===== src/rtl/ex_forward_hazard_unit_pkg.sv =====
// Shared types for the EX forwarding / hazard unit: operand-select encoding and shadow pipeline tag.
package rv_pipe_pkg;

  localparam int REG_AW = 5;

  typedef enum logic [1:0] {
    FWD_REG  = 2'd0,
    FWD_WB   = 2'd1,
    FWD_MEM  = 2'd2,
    FWD_ZERO = 2'd3
  } fwd_sel_e;

  typedef struct packed {
    logic              valid;
    logic [REG_AW-1:0] rd;
    logic              reg_write;
    logic              mem_read;
  } pipe_tag_t;

  localparam pipe_tag_t TAG_NONE = '0;

endpackage


===== src/rtl/ex_forward_hazard_unit_if.sv =====
// ID-stage hazard inputs and EX operand-select / stall / flush outputs of the forwarding unit.
interface ex_forward_hazard_unit_if #(parameter int CNT_W = 32);

  logic                         id_valid;
  logic [rv_pipe_pkg::REG_AW-1:0] id_rs1;
  logic [rv_pipe_pkg::REG_AW-1:0] id_rs2;
  logic                         id_uses_rs1;
  logic                         id_uses_rs2;
  logic [rv_pipe_pkg::REG_AW-1:0] id_rd;
  logic                         id_reg_write;
  logic                         id_mem_read;
  logic                         mem_stall;
  logic                         ex_redirect;
  logic [1:0]                   selOp1;
  logic [1:0]                   selOp2;
  logic                         pc_stall;
  logic                         id_ex_bubble;
  logic                         if_id_flush;
  logic [CNT_W-1:0]             stall_cycles;

  modport master (
    output id_valid, id_rs1, id_rs2, id_uses_rs1, id_uses_rs2, id_rd,
           id_reg_write, id_mem_read, mem_stall, ex_redirect,
    input  selOp1, selOp2, pc_stall, id_ex_bubble, if_id_flush, stall_cycles
  );

  modport slave (
    input  id_valid, id_rs1, id_rs2, id_uses_rs1, id_uses_rs2, id_rd,
           id_reg_write, id_mem_read, mem_stall, ex_redirect,
    output selOp1, selOp2, pc_stall, id_ex_bubble, if_id_flush, stall_cycles
  );

endinterface


===== src/rtl/ex_forward_hazard_unit_fwd.sv =====
// Per-operand forwarding source selection and load-use detection against the EX/MEM shadow tags.
module fwd_operand_sel
  import rv_pipe_pkg::*;
(
  input  logic [REG_AW-1:0] i_rs,
  input  logic              i_uses,
  input  pipe_tag_t         i_ex_tag,
  input  pipe_tag_t         i_mem_tag,
  output fwd_sel_e          o_sel,
  output logic              o_load_hit
);

  logic w_rs_live;
  logic w_ex_match;
  logic w_mem_match;
  logic w_unused;

  // x0 never forwards, which also excludes producers whose rd is x0
  assign w_rs_live   = i_uses & (i_rs != '0);
  assign w_ex_match  = i_ex_tag.valid & (i_ex_tag.rd == i_rs);
  assign w_mem_match = i_mem_tag.valid & i_mem_tag.reg_write & (i_mem_tag.rd == i_rs);
  assign o_load_hit  = w_rs_live & w_ex_match & i_ex_tag.mem_read;
  assign w_unused    = i_mem_tag.mem_read;

  always_comb begin
    o_sel = FWD_REG;
    if (w_rs_live) begin
      if (w_ex_match & i_ex_tag.reg_write & ~i_ex_tag.mem_read) begin
        o_sel = FWD_MEM;
      end else if (w_mem_match) begin
        o_sel = FWD_WB;
      end
    end
  end

endmodule


===== src/rtl/ex_forward_hazard_unit.sv =====
// EX forwarding and load-use hazard control: shadow tag pipeline, registered operand selects, stall counter.
module ex_forward_hazard_unit
  import rv_pipe_pkg::*;
#(
  parameter int CNT_W = 32
) (
  input logic                    clk,
  input logic                    resetn,
  ex_forward_hazard_unit_if.slave bus
);

  pipe_tag_t        r_ex_tag;
  pipe_tag_t        r_mem_tag;
  pipe_tag_t        r_wb_tag;
  fwd_sel_e         r_sel1;
  fwd_sel_e         r_sel2;
  logic [CNT_W-1:0] r_stall_cnt;

  fwd_sel_e  w_sel1;
  fwd_sel_e  w_sel2;
  logic      w_hit1;
  logic      w_hit2;
  logic      w_load_use;
  logic      w_lu_stall;
  logic      w_issue;
  pipe_tag_t w_id_tag;
  logic      w_unused;

  fwd_operand_sel u_op1 (
    .i_rs       (bus.id_rs1),
    .i_uses     (bus.id_uses_rs1),
    .i_ex_tag   (r_ex_tag),
    .i_mem_tag  (r_mem_tag),
    .o_sel      (w_sel1),
    .o_load_hit (w_hit1)
  );

  fwd_operand_sel u_op2 (
    .i_rs       (bus.id_rs2),
    .i_uses     (bus.id_uses_rs2),
    .i_ex_tag   (r_ex_tag),
    .i_mem_tag  (r_mem_tag),
    .o_sel      (w_sel2),
    .o_load_hit (w_hit2)
  );

  assign w_id_tag   = '{valid: 1'b1, rd: bus.id_rd,
                        reg_write: bus.id_reg_write, mem_read: bus.id_mem_read};
  assign w_load_use = bus.id_valid & (w_hit1 | w_hit2);
  // A redirect squashes the dependent instruction, so its load-use stall never happens
  assign w_lu_stall = w_load_use & ~bus.ex_redirect & ~bus.mem_stall;
  assign w_issue    = bus.id_valid & ~w_load_use & ~bus.ex_redirect;

  assign bus.pc_stall     = bus.mem_stall | w_lu_stall;
  assign bus.id_ex_bubble = ~bus.mem_stall & (bus.ex_redirect | w_load_use);
  assign bus.if_id_flush  = ~bus.mem_stall & bus.ex_redirect;
  assign bus.selOp1       = r_sel1;
  assign bus.selOp2       = r_sel2;
  assign bus.stall_cycles = r_stall_cnt;

  // WB producers are handled by the register file bypass; the tag is kept for pipeline symmetry
  assign w_unused = ^r_wb_tag;

  always_ff @(posedge clk) begin
    if (!resetn) begin
      r_ex_tag    <= TAG_NONE;
      r_mem_tag   <= TAG_NONE;
      r_wb_tag    <= TAG_NONE;
      r_sel1      <= FWD_REG;
      r_sel2      <= FWD_REG;
      r_stall_cnt <= '0;
    end else if (!bus.mem_stall) begin
      r_wb_tag  <= r_mem_tag;
      r_mem_tag <= r_ex_tag;
      r_ex_tag  <= w_issue ? w_id_tag : TAG_NONE;
      r_sel1    <= w_issue ? w_sel1 : FWD_REG;
      r_sel2    <= w_issue ? w_sel2 : FWD_REG;
      if (w_lu_stall && (r_stall_cnt != '1)) begin
        r_stall_cnt <= r_stall_cnt + {{(CNT_W-1){1'b0}}, 1'b1};
      end
    end
  end

endmodule


===== src/flat_wrapper.sv =====
// flat-port wrapper written by rule: the top's interface ports become plain ports
module ex_forward_hazard_unit_flat import rv_pipe_pkg::*;
#(
  parameter int CNT_W = 32
)
  (clk, resetn, bus_id_valid, bus_id_rs1, bus_id_rs2, bus_id_uses_rs1, bus_id_uses_rs2, bus_id_rd, bus_id_reg_write, bus_id_mem_read, bus_mem_stall, bus_ex_redirect, bus_selOp1, bus_selOp2, bus_pc_stall, bus_id_ex_bubble, bus_if_id_flush, bus_stall_cycles);
  ex_forward_hazard_unit_if #(.CNT_W(CNT_W)) bus_i ();
  input logic clk;
  input logic resetn;
  input wire logic [$bits(bus_i.id_valid)-1:0] bus_id_valid;
  input wire logic [$bits(bus_i.id_rs1)-1:0] bus_id_rs1;
  input wire logic [$bits(bus_i.id_rs2)-1:0] bus_id_rs2;
  input wire logic [$bits(bus_i.id_uses_rs1)-1:0] bus_id_uses_rs1;
  input wire logic [$bits(bus_i.id_uses_rs2)-1:0] bus_id_uses_rs2;
  input wire logic [$bits(bus_i.id_rd)-1:0] bus_id_rd;
  input wire logic [$bits(bus_i.id_reg_write)-1:0] bus_id_reg_write;
  input wire logic [$bits(bus_i.id_mem_read)-1:0] bus_id_mem_read;
  input wire logic [$bits(bus_i.mem_stall)-1:0] bus_mem_stall;
  input wire logic [$bits(bus_i.ex_redirect)-1:0] bus_ex_redirect;
  output wire logic [$bits(bus_i.selOp1)-1:0] bus_selOp1;
  output wire logic [$bits(bus_i.selOp2)-1:0] bus_selOp2;
  output wire logic [$bits(bus_i.pc_stall)-1:0] bus_pc_stall;
  output wire logic [$bits(bus_i.id_ex_bubble)-1:0] bus_id_ex_bubble;
  output wire logic [$bits(bus_i.if_id_flush)-1:0] bus_if_id_flush;
  output wire logic [$bits(bus_i.stall_cycles)-1:0] bus_stall_cycles;
  assign bus_i.id_valid = bus_id_valid;
  assign bus_i.id_rs1 = bus_id_rs1;
  assign bus_i.id_rs2 = bus_id_rs2;
  assign bus_i.id_uses_rs1 = bus_id_uses_rs1;
  assign bus_i.id_uses_rs2 = bus_id_uses_rs2;
  assign bus_i.id_rd = bus_id_rd;
  assign bus_i.id_reg_write = bus_id_reg_write;
  assign bus_i.id_mem_read = bus_id_mem_read;
  assign bus_i.mem_stall = bus_mem_stall;
  assign bus_i.ex_redirect = bus_ex_redirect;
  assign bus_selOp1 = bus_i.selOp1;
  assign bus_selOp2 = bus_i.selOp2;
  assign bus_pc_stall = bus_i.pc_stall;
  assign bus_id_ex_bubble = bus_i.id_ex_bubble;
  assign bus_if_id_flush = bus_i.if_id_flush;
  assign bus_stall_cycles = bus_i.stall_cycles;
  ex_forward_hazard_unit #(.CNT_W(CNT_W)) u_core (.clk(clk), .resetn(resetn), .bus(bus_i));
endmodule

===== config.mk =====
export PLATFORM = sky130hd
export DESIGN_NAME = ex_forward_hazard_unit_flat
export DESIGN_NICKNAME = d
export VERILOG_FILES = /design/src/rtl/ex_forward_hazard_unit_pkg.sv /design/src/rtl/ex_forward_hazard_unit_if.sv /design/src/rtl/ex_forward_hazard_unit_fwd.sv /design/src/rtl/ex_forward_hazard_unit.sv /design/src/flat_wrapper.sv
export SDC_FILE = /design/constraint.sdc
export NUM_CORES = 1
export LEC_CHECK = 0
export CAP_MARGIN = 5
export CELL_PAD_IN_SITES_DETAIL_PLACEMENT = 1
export CELL_PAD_IN_SITES_GLOBAL_PLACEMENT = 1
export CORE_ASPECT_RATIO = 1.75
export CORE_UTILIZATION = 33
export DETAILED_ROUTE_END_ITERATION = 10
export PLACE_DENSITY = 0.83
export SKIP_LAST_GASP = 1
export SLEW_MARGIN = 25
export SYNTH_ARGS = -nofsm -noshare
export SYNTH_HDL_FRONTEND = slang
export SYNTH_SLANG_ARGS = --single-unit
export TNS_END_PERCENT = 10

===== constraint.sdc =====
create_clock -name clk -period 2 [get_ports clk]
set_input_delay 0.4 -clock clk [delete_from_list [all_inputs] [get_ports clk]]
set_output_delay 0.4 -clock clk [all_outputs]
set_load 0.02 [all_outputs]

# == After elaboration in Yosys (flattened, before gate mapping) ==
# Index checks and enable logic that the tools add are counted.
# totals
regBits,51
input_bits,24
output_inout_bits,39
wordCells,58
# classes
n_addsub,1
n_eq_ne,5
mux,9
bitwise_logic,29
reduce_logical,4
# ops
op,count
adder 32 x 1 -> 32 bit (second input constant),1
!= test 32 bit (second input constant),1
bitwise AND 1 bit,22
== test 5 bit,4
two-way mux 2 bit,6
nonzero test 5 bit,2
two-way mux 8 bit,1
NOT 1 bit,4
bitwise OR 1 bit,3
two-way mux 1 bit,2
AND reduction 2 bit,1
logical AND 1 bit,1

# == Depth between registers and ports, before layout ==
# depth
ltp_word,10
depth_mapped,8
mapped_depth_nobuf,7

# == Modules after synthesis ==
# From an unflattened synthesis, not the netlist that was laid out.
# unflattened
hier_cells,322
hier_area_um2,2782.7
# modules_own_cells
module,n_inst,cells_each,area_per_inst_um2,seq_area_each_um2
ex_forward_hazard_unit,1,280,2464.9,1041.0
fwd_operand_sel,2,21,158.9,0.0

# == Worst setup path before layout ==
# No wires, ideal clock.
# synth_timing
path_type,input to register
start,input port bus_id_rs1[0]
end,"register u_core.r_stall_cnt[20], in the netlist u_core.bus.stall_cycles[20]"
t_arrival_ns,2.061
path_slack_ns,-0.176
path_stages,8
path_buffers,2
cell_sequence,or4_1 > o21a_1 > and4b_4 > o21ai_2 > buf_4 > buf_6 > nor3b_1 > o21a_1
# synth_between
elab_chain_cells,10
word_cells_on_any_way,12
classes_between,eq/ne: 1; bitwise: 8; reduce/logical: 3
# synth_rtl
item,line_no,text
from (decl),flat_wrapper.sv:11,input wire logic [$bits(bus_i.id_rs1)-1:0] bus_id_rs1;
== test 5 bit / nonzero test 5 bit (equally long branches),"ex_forward_hazard_unit_fwd.sv:20, ex_forward_hazard_unit_fwd.sv:19",
"bitwise AND 1 bit, on equally long branches","ex_forward_hazard_unit_fwd.sv:20, ex_forward_hazard_unit_fwd.sv:19",
bitwise AND 1 bit (*) (2 in a row),ex_forward_hazard_unit_fwd.sv:22,assign o_load_hit = w_rs_live & w_ex_match & i_ex_tag.mem_read;
bitwise OR 1 bit (*),ex_forward_hazard_unit.sv:49,assign w_load_use = bus.id_valid & (w_hit1 | w_hit2);
bitwise AND 1 bit (*),ex_forward_hazard_unit.sv:49,
bitwise AND 1 bit (*) (2 in a row),ex_forward_hazard_unit.sv:51,assign w_lu_stall = w_load_use & ~bus.ex_redirect & ~bus.mem_stall;
logical AND 1 bit (*),ex_forward_hazard_unit.sv:78,if (w_lu_stall && (r_stall_cnt != '1)) begin
AND reduction 2 bit (no source line) (*),--,
to (signal assigned),ex_forward_hazard_unit.sv:79,"r_stall_cnt <= r_stall_cnt + {{(CNT_W-1){1'b0}}, 1'b1};"
to (decl),ex_forward_hazard_unit.sv:17,logic [CNT_W-1:0] r_stall_cnt;
# Mark *: on every way between the ends. The rest lies on a longest branch, timed or not.
# A chain may end at the register's enable or synchronous reset.

# == Worst setup path in the final report ==
# layout_timing
start,register u_core.r_ex_tag[3] in the netlist's numbering
end,"register u_core.r_stall_cnt[25], in the netlist u_core.bus.stall_cycles[25]"
# layout_between
elab_chain_cells,10
word_cells_on_any_way,14
classes_between,eq/ne: 2; bitwise: 10; reduce/logical: 2
# layout_rtl
item,line_no,text
from (decl),ex_forward_hazard_unit.sv:12,pipe_tag_t r_ex_tag;
from (signal assigned),ex_forward_hazard_unit.sv:75,r_ex_tag <= w_issue ? w_id_tag : TAG_NONE;
== test 5 bit,ex_forward_hazard_unit_fwd.sv:20,assign w_ex_match = i_ex_tag.valid & (i_ex_tag.rd == i_rs);
bitwise AND 1 bit,ex_forward_hazard_unit_fwd.sv:20,
bitwise AND 1 bit (2 in a row),ex_forward_hazard_unit_fwd.sv:22,
bitwise OR 1 bit (*),ex_forward_hazard_unit.sv:49,
bitwise AND 1 bit (*),ex_forward_hazard_unit.sv:49,
bitwise AND 1 bit (*) (2 in a row),ex_forward_hazard_unit.sv:51,
logical AND 1 bit (*),ex_forward_hazard_unit.sv:78,
AND reduction 2 bit (no source line) (*),--,
# Marked as above.

==> qor.yml <==
run_status:
  status: "finished with violations"
  violations: "setup timing"
sta:
  slew-limit-headroom_pct: 66.8
  fin_crit_sh_pct: 126
  rsz0062_at_grt: "yes"
  setup_viol: 47
  holdWs_ns: 0.485
  drv_slew: 0
  min_period_ns: 2.52
  fmax_mhz: 397
  finalWorstSetupSlack_ns: -0.519
  fin_skew_ns: 0.0108
  hold_viol: 0
  worst_slew_pin_slew_ns: 0.496
drt:
  firstDrtPassIters: 7
  routed_wl_um: 11000
  drt_iter0_markers: 127
  route.detailed.drc: 0
  via_per_inst: 5.78
  vias: 3181
  wl_per_cell_um: 19.9
  antenna_left: 0
floorplanning:
  io_pins: 63
  die-area_um2: 8690
  row_count: 43
  initial_utilization_pct: 34.4
  die-width_um: 70.9
  die_y_um: 123
  core-area_um2: 7960
power:
  swShare_pct: 24.8
  ir_worst_vdd_uv: 364
  comb_power_share_pct: 11.1
  power_density_nw_per_um2: 481
  power_frac_seq_pct: 48.1
  internal_power_uw: 1600
  finalPower_uw: 2130
  p_leak_uw: 0.00164
  p_switching_uw: 529
  clock_power_share_pct: 40.8
synth:
  synth_edf_count: 0
  synth.distinct_cells: 46
  synth_warnings: 0
  syn_area_per_cell_um2: 8.62
  ys_ff_latch: 51
  synthArstFlopShare_pct: 0
  postSynthNetCount: 343
  synth-main-ff-cell: "dfxtp_1"
  netlist_instances: 318
  yosysSeqAreaShare_pct: 37.2
  syn_area_um2: 2740
clock_network:
  cts_buffers: 5
  clkTransAtPathRegs_ns: 0.07
  clockBufferDepth: 2
  htree_levels: 2
  cts_tree: "done"
  cts-root-buf: "clkbuf_16"
  clk_latency_ns: 0.31
  cts_sinks: 51
global_routing:
  grt_pass1_wl_um: 16900
  grt_pass1_vias: 3413
  antenna_found_initial: 0
  grt_overflow: 0
  track_usage_pct: 25.7
  grt_max_degree: 40
place:
  portBuffers: 62
  dpl_worst_slack_ns: -0.996
  hpwl_um: 7470
  dp_cells: 532
  place_congestion: 0.917
finish:
  antennaDiodeCount: 0
  instances_no_fill: 550
  utilization_pct: 55.7
  area_delta_synth_final_pct: 61.7
  drive_gt1_share_pct: 30.0
  nets: 484
  multi_input_area_um2: 1760
  n_fill_cell: 912
  seqCellArea_um2: 1030
critical_path:
  path_class: "reg2reg"
  cp.arrival_ns: 2.74
  rr_worst_depth: 8
  start_kind: "register"
  cp.required_ns: 2.22
  worstSetupEndpointType: "register"
  crit_fanout: 6
worst_hold_path:
  worstHoldPathType: "reg2reg"
  hold_path_depth: 2
run:
  max_cap_violations: 0
==> sequential cells by signal, summed over array words and instances, names as in the netlist <==
signal and count:
u_core.bus.selOp1 2, u_core.bus.selOp2 2, u_core.bus.stall_cycles 32, u_core.r_ex_tag 8
u_core.r_mem_tag 7
==> path summary, 6_finish.rpt <==
check                             start                     endpoint  slack [ns]
max reg2reg          u_core.r_ex_tag[3]  u_core.bus.stall_cycles[25]       -0.52
min reg2reg  u_core.bus.stall_cycles[6]   u_core.bus.stall_cycles[6]        0.49
max                  u_core.r_ex_tag[3]  u_core.bus.stall_cycles[25]       -0.52
min          u_core.bus.stall_cycles[6]   u_core.bus.stall_cycles[6]        0.49
==> power groups by stage <==
stage | logic, uW | registers (uW) | clock network [uW]
after global placement | 208 | 1050 | 0
after detailed placement | 219 | 1050 | 0
final | 236 | 1030 | 870
after floorplan | 86.5 | 1050 | 0
after global routing | 250 | 1030 | 921
after CTS | 227 | 1030 | 886
==> layer usage <==
| layer | part of all wire (%) | wire length (um) | track usage (%) | vias up |
|---|---|---|---|---|
| met4 | 5.1 | 559 | 15.6 | 0 |
| met2 | 58 | 6410 | 51.4 | 93 |
| met3 | 2.4 | 258 | 3.69 | 33 |
| met5 | 0 | 0 | 0 | - |
| met1 | 34 | 3740 | 23.7 | 1582 |
| li1 | - | - | - | 1473 |
==> layout make-up <==
class / count / area share, %
timing repair buffer: 151 / 30.7
multi-input combinational: 241 / 39.6
clock inverter: 1 / 0.113
tap: 90 / 2.54
sequential: 51 / 23.3
clock buffer: 7 / 2.99
inverter: 9 / 0.762
==> through the flow <==
step	instance area, um2	TNS (ns)
6_report	4430	-15.88
5_1_grt	4430	-17.87
4_1_cts	4420	-13.93
3_5_place_dp	4060	-35.91
3_3_place_gp	4060	-32.77
2_1_floorplan	2810	-1.25
==> synth_stat cells (3+ instances only) <==
master    instances  area share, %
a22oi_1           8            2.2
xor2_1           11            3.5
nand2b_1          7            1.6
or3_1             6            1.4
a21oi_1          25            4.6
clkbuf_1         11            1.5
or4_1            20            5.5
dfxtp_1          51             37
o31ai_1          16            4.4
o21ai_0           6            1.1
buf_6             3            1.2
nand4_1          15            3.4
nor2_1           25            3.4
mux2i_1          15            5.5
nand3_1          13            2.4
nor4_1            8            1.8
nand2_1          24            3.3
inv_1             9            1.2
xnor2_1           9            2.9
==> critical path, stage by stage (launching register included) <==
cell       delay (ns)
dfxtp_4          0.37
xor2_2           0.19
nor4_4           0.41
buf_4            0.19
and4b_4          0.29
o2111ai_4        0.14
buf_6            0.19
or4_1            0.49
a21oi_1          0.18
==> cell usage in the layout (no fill, tap or decap), drive strengths merged, types with 11 or more instances in the layout <==
| master | n |
|---|---|
| a21oi | 25 |
| buf | 91 |
| clkdlybuf4s50 | 50 |
| dfxtp | 51 |
| mux2i | 15 |
| nand2 | 25 |
| nand3 | 13 |
| nand4 | 15 |
| nor2 | 25 |
| nor4 | 11 |
| o31ai | 16 |
| or4 | 20 |
| xor2 | 11 |
==> kinds of logic (layout without fill, tap and decap cells) <==
logic type                 after synthesis  after routing  share of synthesized area (%)
AOI/OAI and AO/OA                       66             66                           15.7
xor gates and xnor gates                20             20                           6.39
adders and majority gates                1              1                          0.456
buffers and inverters                   26            168                           4.70
DFF                                     51             51                           37.2
muxes                                   15             15                           5.48
and+or+nand+nor                        139            139                           30.1
==> what timing repair did <==
item                       4_1_cts  5_1_grt
setup endpoints to repair       47       47
pin swaps                       18        9
hold buffers                     0        0
setup buffers                    8        1
cloned                           2        0
gates resized for setup         52       15
Note: power is estimated with default switching activity, not from simulation.
